--- src/rtl/matrix_scroller_if.sv ---
// Column-word handshake between the pattern generator and the matrix scroller.
// The generator holds colIn/colValid steady until colReady accepts the word.
interface matrix_scroller_if;
    logic [15:0] colIn;
    logic        colValid;
    logic        colReady;

    modport master (output colIn, output colValid, input colReady);
    modport slave  (input colIn, input colValid, output colReady);
endinterface

--- src/rtl/matrix_scroller.sv ---
// Frame source for the 8x8 bicolour matrix scanner: buffers incoming column words
// in a small FIFO and scrolls them into the frame one column per divider tick.
module matrix_scroller #(
    parameter int STEP_DIV   = 125,
    parameter int FIFO_DEPTH = 4,
    parameter int LVL_W      = 3
) (
    input  logic               clk1K,
    input  logic               rstN,
    input  logic               en,
    input  logic               clear,
    input  logic               padBlank,
    matrix_scroller_if.slave   col,
    output logic [127:0]       frame,
    output logic               stepPulse,
    output logic [LVL_W-1:0]   level
);

    localparam int DIV_W = $clog2(STEP_DIV);
    localparam int PTR_W = $clog2(FIFO_DEPTH);
    localparam logic [DIV_W-1:0] DIV_LAST = DIV_W'(STEP_DIV - 1);
    localparam logic [LVL_W-1:0] LVL_FULL = LVL_W'(FIFO_DEPTH);

    typedef enum logic {IDLE = 1'b0, RUN = 1'b1} state_t;

    state_t             state;
    state_t             state_nxt;
    logic               tick;
    logic [DIV_W-1:0]   div;
    logic [PTR_W-1:0]   rd_ptr;
    logic [PTR_W-1:0]   wr_ptr;
    logic [15:0]        mem [FIFO_DEPTH];
    logic               fifo_empty;
    logic               fifo_full;
    logic               push;
    logic               pop;
    logic               do_step;
    logic [15:0]        new_col;
    logic [127:0]       frame_shifted;

    // Each 16-bit row block holds columns 0..7 from LSB up, so a scroll is a
    // 2-bit left shift per row with the row's pair from the new column entering at the bottom.
    function automatic logic [127:0] shift_in(input logic [127:0] f, input logic [15:0] w);
        logic [127:0] o;
        logic [15:0]  blk;
        o = '0;
        for (int r = 0; r < 8; r++) begin
            blk = f[(7-r)*16 +: 16];
            o[(7-r)*16 +: 16] = {blk[13:0], w[2*r +: 2]};
        end
        return o;
    endfunction

    always_ff @(posedge clk1K or negedge rstN) begin
        if (!rstN) state <= IDLE;
        else       state <= state_nxt;
    end

    always_comb begin
        state_nxt = state;
        case (state)
            IDLE:    if (en)  state_nxt = RUN;
            RUN:     if (!en) state_nxt = IDLE;
            default: state_nxt = IDLE;
        endcase
    end

    always_comb begin
        tick = 1'b0;
        if (state == RUN && div == DIV_LAST) tick = 1'b1;
    end

    assign fifo_empty   = (level == '0);
    assign fifo_full    = (level == LVL_FULL);
    assign col.colReady = !fifo_full;
    assign push         = col.colValid && !fifo_full;
    // A word pushed into an empty FIFO on a tick edge is not visible to that step.
    assign pop          = tick && !fifo_empty;
    assign do_step      = tick && (!fifo_empty || padBlank);
    assign new_col      = fifo_empty ? 16'h0000 : mem[rd_ptr];
    assign frame_shifted = shift_in(frame, new_col);

    always_ff @(posedge clk1K or negedge rstN) begin
        if (!rstN)                      div <= '0;
        else if (clear)                 div <= '0;
        else if (state != RUN || tick)  div <= '0;
        else                            div <= div + DIV_W'(1);
    end

    always_ff @(posedge clk1K or negedge rstN) begin
        if (!rstN) begin
            rd_ptr <= '0;
            wr_ptr <= '0;
            level  <= '0;
        end else if (clear) begin
            rd_ptr <= '0;
            wr_ptr <= '0;
            level  <= '0;
        end else begin
            if (push) wr_ptr <= wr_ptr + PTR_W'(1);
            if (pop)  rd_ptr <= rd_ptr + PTR_W'(1);
            case ({push, pop})
                2'b10:   level <= level + LVL_W'(1);
                2'b01:   level <= level - LVL_W'(1);
                default: level <= level;
            endcase
        end
    end

    always_ff @(posedge clk1K) begin
        if (push && !clear) mem[wr_ptr] <= col.colIn;
    end

    always_ff @(posedge clk1K or negedge rstN) begin
        if (!rstN) begin
            frame     <= '0;
            stepPulse <= 1'b0;
        end else if (clear) begin
            frame     <= '0;
            stepPulse <= 1'b0;
        end else begin
            stepPulse <= do_step;
            if (do_step) frame <= frame_shifted;
        end
    end

endmodule

--- src/flat_wrapper.sv ---
// flat-port wrapper written by rule: the top's interface ports become plain ports
module matrix_scroller_flat 
#(
    parameter int STEP_DIV   = 125,
    parameter int FIFO_DEPTH = 4,
    parameter int LVL_W      = 3
)
  (clk1K, rstN, en, clear, padBlank, frame, stepPulse, level, col_colIn, col_colValid, col_colReady);
  matrix_scroller_if col_i ();
  input  logic clk1K;
  input  logic rstN;
  input  logic en;
  input  logic clear;
  input  logic padBlank;
  output logic [127:0] frame;
  output logic stepPulse;
  output logic [LVL_W-1:0] level;
  input wire logic [$bits(col_i.colIn)-1:0] col_colIn;
  input wire logic [$bits(col_i.colValid)-1:0] col_colValid;
  output wire logic [$bits(col_i.colReady)-1:0] col_colReady;
  assign col_i.colIn = col_colIn;
  assign col_i.colValid = col_colValid;
  assign col_colReady = col_i.colReady;
  matrix_scroller #(.STEP_DIV(STEP_DIV), .FIFO_DEPTH(FIFO_DEPTH), .LVL_W(LVL_W)) u_core (.clk1K(clk1K), .rstN(rstN), .en(en), .clear(clear), .padBlank(padBlank), .col(col_i), .frame(frame), .stepPulse(stepPulse), .level(level));
endmodule
--- config.mk ---
export PLATFORM = sky130hd
export DESIGN_NAME = matrix_scroller_flat
export DESIGN_NICKNAME = d
export VERILOG_FILES = /design/src/rtl/matrix_scroller_if.sv /design/src/rtl/matrix_scroller.sv /design/src/flat_wrapper.sv
export SDC_FILE = /design/constraint.sdc
export NUM_CORES = 1
export LEC_CHECK = 0
export CAP_MARGIN = 20
export CELL_PAD_IN_SITES_DETAIL_PLACEMENT = 1
export CELL_PAD_IN_SITES_GLOBAL_PLACEMENT = 1
export CORE_MARGIN = 10
export CORE_UTILIZATION = 30
export CTS_CLUSTER_DIAMETER = 120
export DETAILED_ROUTE_END_ITERATION = 10
export PLACE_DENSITY = 0.56
export SLEW_MARGIN = 20
export SYNTH_ARGS = -nofsm -noshare
export SYNTH_HDL_FRONTEND = slang
export SYNTH_SLANG_ARGS = --single-unit
--- constraint.sdc ---
create_clock -name clk1K -period 2.5 [get_ports clk1K]
set_input_delay 0.5 -clock clk1K [delete_from_list [all_inputs] [get_ports clk1K]]
set_output_delay 0.5 -clock clk1K [all_outputs]
set_load 0.03 [all_outputs]
Yosys cells after proc, flatten, opt, wreduce, memory -nomap -nowiden. Memories as Yosys holds them, arrays and structs flattened. Index checks and enable logic that the tools add are counted.

Flip-flop bits (word level): 144. Memory bits (writable): 64. Bits of input ports: 22. Output and inout port bits: 133. Word-level logic and storage cells: 49. Memories: 1.

Memory list: u_core.mem (depth 4, bits a word 16, rd ports 1, clocked after Yosys merged registers in 0, wr ports 1, line matrix_scroller.sv:32) `logic [15:0] mem [FIFO_DEPTH];`.

$add $sub $neg: 5. Eq/ne operators: 4. Muxes and demuxes: 16. Bitwise operators: 1. Reduce and logical (&&, ||, !) cells: 15.

Operators by type and width (number): $mux 128 (2); $mux 16 (1); $mux 7 (2); $mux 2 (4); $add 7x1->7 const B (1); $eq 7x7->1 const B (1); $pmux 3 s2 (1); $reduce_bool 2->1 (3); $logic_and 1x1->1 (5); $mux 1 (5); $add 2x1->2 const B (2); $add 3x1->3 const B (1); $eq 3x3->1 const B (1); $logic_not 1->1 (3); $logic_not 3->1 (1); $mux 3 (1); $reduce_bool 3->1 (1); $sub 3x1->3 const B (1); $eq 2x1->1 const B (1); $eq 2x2->1 const B (1); $logic_or 1x1->1 (2); $not 1->1 (1).

Logic depth before layout (Yosys ltp).
Depth after elaboration: 7. Depth in mapped cells: 9. Depth with buffers taken out: 9.

Least setup slack after synthesis. Ideal clock, no wire load.

Kind: register to register. Start: register u_core.level[2]. End: register u_core.level[1]. Setup time: 0.136 ns. Arrival time: 2.174 ns. Required time: 2.364 ns. Path slack: 0.189 ns. Cell stages (with the launch flop): 7. Buffers on the path: 1. Clock period less this slack: 2.311 ns. Cell sequence: dfrtp_1 > or3b_1 > buf_6 > a2111oi_4 > fa_1 > o21ai_1 > a21oi_1.

Longest elaborated chain between the ends: 6. Elaborated cells between the ends (all ways): 11. Classes of those cells: eq/ne: 3; mux: 2; reduce/logical: 6.

Ends and longest elaborated chain: from (decl) (line matrix_scroller.sv:16) `output logic [LVL_W-1:0] level`; from (signal assigned) (line matrix_scroller.sv:103) `2'b10: level <= level + LVL_W'(1);`; from (signal assigned) (line matrix_scroller.sv:104) `2'b01: level <= level - LVL_W'(1);`; from (signal assigned) (line matrix_scroller.sv:105) `default: level <= level;`; $eq 3x3->1 * (line matrix_scroller.sv:74) `assign fifo_full = (level == LVL_FULL);`; $logic_not 1->1 *; via col_colReady (line flat_wrapper.sv:20) `output wire logic [$bits(col_i.colReady)-1:0] col_colReady;`; $logic_and 1x1->1 * (line matrix_scroller.sv:76) `assign push = col.colValid && !fifo_full;`; $eq 2x1->1 / $eq 2x2->1 (equally long branches) (line matrix_scroller.sv:102) `case ({push, pop})`; $pmux 3 s2 (line matrix_scroller.sv:102); $mux 3 (line matrix_scroller.sv:95) `end else if (clear) begin`.

Mark *: on every way through the listed nets, which the timed path passes. The rest lies on a longest branch. A chain may end at the register's enable or synchronous reset.

Worst setup path after layout.
Start: register u_core.level[2]. End: output col_colReady.

Longest elaborated chain between the ends: 2.

Ends and longest elaborated chain: $eq 3x3->1 (line matrix_scroller.sv:74); $logic_not 1->1 (line matrix_scroller.sv:75) `assign col.colReady = !fifo_full;`; to (decl) (line flat_wrapper.sv:20).

Every way passes these cells.

==> impl_metrics.toml <==
[outcome]
status = "complete, no violations"

[worst_setup_path]
cp-end-kind = "output pin"
cpLargestDelayFamily = "simple AND/OR/NAND/NOR gates"
critical_path.max_stage_delay_ps = 490
worst-setup-path-type = "flip-flop to output pin"
startpoint_type = "flip-flop"
crit_path_max_fanout = 5
cp_num_cells = 2
path_cells = "or3b_1 -> dlygate4sd2_1"
cp_slowest_cell = "or3b_1"
ff2ff_path_depth = 6
path_buf_inv = 1
r2r_slack_ps = 200
required_ps = 2000
cp_data_arrival_time_ps = 1830

[floorplanning]
core_area_um2 = 25250
chipHeight_um = 180.7
die_area_um2 = 32630
placementRows = 58
io_pins = 155
die_x_um = 180.7
start_util_pct = 30.66

[clocking]
post_cts_buffers = 0
clkTransAtPathRegs_ps = 60
clk_latency_ps = 520
cts_buffer_depth = 3
h-tree-depth = 1
cts_made_buffers = 24
cts_root_buf = "clkbuf_16"
cts_tree = "yes"
clock_sinks = 208

[drt]
viasPerCell = 4.921
dr.pass1.iters = 4
drt_iter0_markers = 306
routed_wl_um = 20640
ant_nets = 0
via_count = 4862
wl_per_cell_um = 20.89
drc = 0

[synth]
avgSynthCellArea_um2 = 16.65
synth_top_area_share_pct = 46.54
ys_async_sr_fraction_pct = 69.23
syn_area_um2 = 7742
synth_area_leaders = "dfrtp_1, edfxtp_1, a22o_1"
ys_seq_elements = 208
synth_edf_count = 64
synth.net_count = 494
synthDistinctLibCells = 39
dominantRegCellSynth = "dfrtp_1"
synth_top_cell_by_area = "dfrtp_1"
yosysWarningCount = 0
synthCells = 465
yosysSeqAreaShare_pct = 71.36

[final_layout]
fin_util_pct = 42.43
area_growth_pct = 38.41
nFillCells = 2500
final_common_cell = "clkdlybuf4s50_1"
design_area_um2 = 10720
nNetsFinal = 668
final_layout_size_suffix_gt1_share_pct = 13.70
final_cell_mix = "clkdlybuf4s50_1, dfrtp_1, a22o_1, edfxtp_1, clkbuf_16"

[power]
power_switching_mw = 1.543
cell_internal_pwr_mw = 5.830
seqPwrFrac_pct = 48.4
clockPowerShare_pct = 47.8
power_leakage_nw = 4.375
netSwitchingFraction_pct = 20.93
ir_drop_v = 0.0004239
power_density_nw_per_um2 = 688.0
comb_power_share_pct = 3.9
power.total_mw = 7.373

[grt]
grt_pass1_wl_um = 32900
grt_pass1_vias = 5431
grt_start_max_net_pins = 66
grt-ovfl-total = 0
use_met2_pct = 21.48
track_usage_pct = 12.37
met1_usage_pct = 15.21
antenna_found_initial = 1
grt_busiest_layer = "met2"
met3_usage_pct = 2.510

[timing]
slew_violations = 0
rsz0062_at_grt = "no"
layout_setup_ws_ps = 166.6
finalSetupTns_ps = 0
finClkSkew_ps = 20.13
tightest_slew_ps = 839.9
max_clock_freq_mhz = 428.6
fin_crit_ps = 2333
hold_viol_final = 0
relSlewSlack_pct = 44.00
fin_crit_sh_pct = 93.34
setup_viol = 0

[place]
dp_hpwl_um = 14290
gp_congestion = 0.7252
port_buffers = 154
pre_cts_ws_ps = 168.2
dpl_cell_area_um2 = 9905

[flow_run]
drv_cap = 0

[min_path]
min_path_cells = 1
hold_path.class = "input pin to flip-flop"
==> cell usage after synthesis, types with 2 or more instances <==
cell and count:
ha_1 6, nand2_1 4, buf_2 20, clkbuf_1 12, nor3_1 3, a21oi_1 4, and2_1 5, dfrtp_1 144
mux4_2 16, nor2_1 13, and3_1 2, a22o_1 128, xor2_1 2, edfxtp_1 64, nand3b_1 3, xnor2_1 5
inv_1 5, or3b_1 2, nand3_1 4, o21ai_0 4
==> power by group through the flow <==
stage	Clock, mW	Sequential (mW)	Combinational [mW]
floorplan	0	3.64	0.0982
global placement	0	3.63	0.281
detailed placement	0	3.63	0.293
CTS	3.63	3.57	0.294
global route	3.78	3.57	0.319
finish	3.52	3.57	0.286
==> per-layer routing <==
| layer | share of wire (%) | wire, um |
|---|---|---|
| met5 | 0 | 0 |
| met4 | 1.6 | 320 |
| met3 | 4.1 | 850 |
| met2 | 51 | 10530 |
| met1 | 43 | 8939 |
==> sequential cells by signal, summed over array words and instances (netlist names) <==
| name | count |
|---|---|
| u_core.wr_ptr | 2 |
| u_core.rd_ptr | 2 |
| u_core.mem | 64 |
| u_core.div | 7 |
| u_core.stepPulse | 1 |
| u_core.state | 1 |
| u_core.frame | 128 |
| u_core.level | 3 |
==> repair_timing <==
item	CTS	global route
gates resized for setup	1	0
hold buffers	1	0
hold endpoints to repair	32	0
setup endpoints to repair	1	0
==> cell families after synthesis <==
group	Yosys count	synth area share, %
buffers and inverters	39	2.311
flip-flops	208	71.36
AND/OR/NAND/NOR	46	3.782
adder cells (fa/ha/maj)	7	1.228
XOR/XNOR	7	0.7919
AO/OA/AOI/OAI	142	15.87
multiplexers	16	4.654
==> cell type report <==
| cell class | count | area, um^2 | area share [%] |
|---|---|---|---|
| flip-flops and latches | 208 | 5525 | 51.56 |
| repair buffers | 182 | 1892 | 17.65 |
| diodes | 1 | 2.502 | 0.02335 |
| inverters | 5 | 18.77 | 0.1751 |
| clock buffers | 38 | 714.4 | 6.667 |
| multi-input cells | 218 | 2064 | 19.26 |
| clock inverters | 6 | 86.33 | 0.8056 |
| well taps | 330 | 412.9 | 3.853 |
==> final timing paths <==
kind,from,endpoint
max,u_core.level[2]$_DFFE_PN0P_,col_colReady
min,en,u_core.state$_DFF_PN0_
max reg2reg,u_core.level[2]$_DFFE_PN0P_,u_core.level[2]$_DFFE_PN0P_
min reg2reg,u_core.div[0]$_DFF_PN0_,u_core.div[0]$_DFF_PN0_
max in group asynchronous,rstN,u_core.div[5]$_DFF_PN0_
min in group asynchronous,rstN,u_core.frame[15]$_DFFE_PN0P_
==> stage by stage <==
step                      cells  hold slack, ps
after floorplan             465           204.4
after global placement      942           466.2
after detailed placement    942           483.1
after CTS                   987           404.7
after global routing        988           424.7
final                       988           431.1
==> worst register-to-register path, delay by kind of cell (launching register included) <==
kind            cells  cell delay [ps]
flops               1              420
simple gates        2              570
compound gates      3              810
fa+ha+maj           1              350
No activity file was read; power rests on OpenSTA's default activity.
==> RTL change, RTL diff (config.mk and constraints unchanged) <==
`FIFO_DEPTH` is set to 4 in 2 places; all go to 8.
--- a/src/rtl/matrix_scroller.sv
+++ b/src/rtl/matrix_scroller.sv
@@ -2,7 +2,7 @@
 // in a small FIFO and scrolls them into the frame one column per divider tick.
 module matrix_scroller #(
     parameter int STEP_DIV   = 125,
-    parameter int FIFO_DEPTH = 4,
+    parameter int FIFO_DEPTH = 8,
     parameter int LVL_W      = 3
 ) (
     input  logic               clk1K,
--- a/src/flat_wrapper.sv
+++ b/src/flat_wrapper.sv
@@ -2,7 +2,7 @@
 module matrix_scroller_flat 
 #(
     parameter int STEP_DIV   = 125,
-    parameter int FIFO_DEPTH = 4,
+    parameter int FIFO_DEPTH = 8,
     parameter int LVL_W      = 3
 )
   (clk1K, rstN, en, clear, padBlank, frame, stepPulse, level, col_colIn, col_colValid, col_colReady);
Formal check against the unedited RTL: not equivalent (Yosys sat finds a counterexample within 4 cycles, from zero or initial values and one cycle with rstN low).
==> RTL change against the original RTL <==
  * Global-route usage down 0.14 points
  * Total power up 23%
  * Wire length up 27%
  * Sequential cell count up 66
  * Synthesized cell count up 25%
  * Worst setup slack worse by 0.027 ns
  * Cell area up 27%
  * Area after synthesis up 34%
  * Critical endpoint unchanged
==> RTL change: results (changes against the original RTL) <==
outcome: finished clean
CP Data Arrival Time: 1.86 ns (+0.03 ns)
first-pass GRT wire length: 40,460 um (+23%)
worst skew pair latency: 0.55 ns (+0.03 ns)
wire length per cell: 21.41 um (+2.5%)
largest net degree at the start of global routing: 59 (-11%)
layout cells sized above 1: 17.50% (+3.8 points)
crit-path max FO: 7 (+2)
diode count: 0 (-1)
CP max stage delay: 0.46 ns (-0.03 ns)
largest registers: u_core.frame: 128 flops, u_core.mem: 128 flops, u_core.div: 7 flops
P_seq: 4730 uW (+32%)
R2R Setup Slk: 0.16 ns (-0.04 ns)
Global Route Usage Sum: 12.22% (-0.14 points)
RD Place Congestion: 0.7344 (+1.3%)
Rel. slew slack: 63.60% (+20 points)
FFs w/ async S/R, synth: 53.28% (-16 points)
syn_nets: 607 (+23%)
met1 Track Usage GR: 16.87% (+1.7 points)
Layout Cells excl Fill: 1,225 (+24%)
Yosys top cell by area: edfxtp_1
peak supply drop: 0.4599 mV (+8.5%)
Total Nets Final: 781 (+17%)
clk_skew: 0.01090 ns (-0.009233 ns)
antenna violations before repair: 0 (-1)
R2R depth: 10 (+4)
Gate power share: 2.0% (-1.9 points)
Largest delay share family, worst path: buffers and inverters
Post-Synthesis Cells: 580 (+25%)
Min-Delay Path Class: primary input to async pin
GR met3 Demand/Resource: 2.233% (-0.28 points)
Pleak: 0.005221 uW (+19%)
CTS buffer count: 29 (+21%)
# port buffers: 154 (unchanged)
synth top area cells: edfxtp_1, dfrtp_1, a22o_1, mux4_2, mux2_2
vias in the first global route: 6,398 (+18%)
vias per cell: 4.878 (-0.88%)
grt met2 use: 19.34% (-2.1 points)
drt first-iter violations: 308 (+0.65%)
EDFF count, synth: 128 (+100%)
Net Sw Power: 1838 uW (+19%)
[RTL change: cell count changes after synthesis, sizes merged, moves of 4 or more]
cell / delta
edfxtp: +64
xor2: +5
and2: -6
mux4: +16
nor3: +5
mux2: +16
buf: +8
nor2: +5
nand3: +4
[RTL change: final cells by class]
class | instances | area share [%]
inverters | 5 | 0.1380
clock buffers | 39 | 5.906
flip-flops and latches | 274 | 55.14
repair buffers | 185 | 14.54
well taps | 448 | 4.121
clock inverters | 15 | 0.9108
multi-input cells | 259 | 19.25
[RTL change: stage by stage]
stage / hold WS (ns) / setup WS [ns] / utilization, % / area (um^2) / power (uW)
6_report: 0.4745 / 0.1398 / 40.26 / 13600 / 9063
5_1_grt: 0.4831 / 0.02353 / 40.26 / 13600 / 9423
4_1_cts: 0.4765 / 0.08959 / 40.25 / 13600 / 9202
3_5_place_dp: 0.4872 / 0.1318 / 37.48 / 12660 / 5006
3_3_place_gp: 0.4740 / 0.1596 / 37.48 / 12660 / 4995
2_1_floorplan: 0.2044 / 0.02475 / - / 10370 / 4867
[RTL change: cell families after synthesis]
kind of cell | synth area share (%)
flip-flops | 72.48
XOR/XNOR | 0.7621
AND/OR/NAND/NOR | 3.060
multiplexers | 8.903
buffers and inverters | 2.564
AO/OA/AOI/OAI | 11.55
adder cells (fa/ha/maj) | 0.6774
[RTL change: timing repair]
item,4_1_cts,5_1_grt
resized for setup,1,1
gates cloned,0,0
endpoints found under the hold margin,51,0
hold buffers,1,0
pin swaps,0,0
endpoints found under the setup margin,1,1
[RTL change: per-layer routing]
metal,vias up,part of all wire (%)
li1,2644,-
met1,3142,44
met2,154,47
met3,35,7.3
met4,0,1.9
met5,-,0
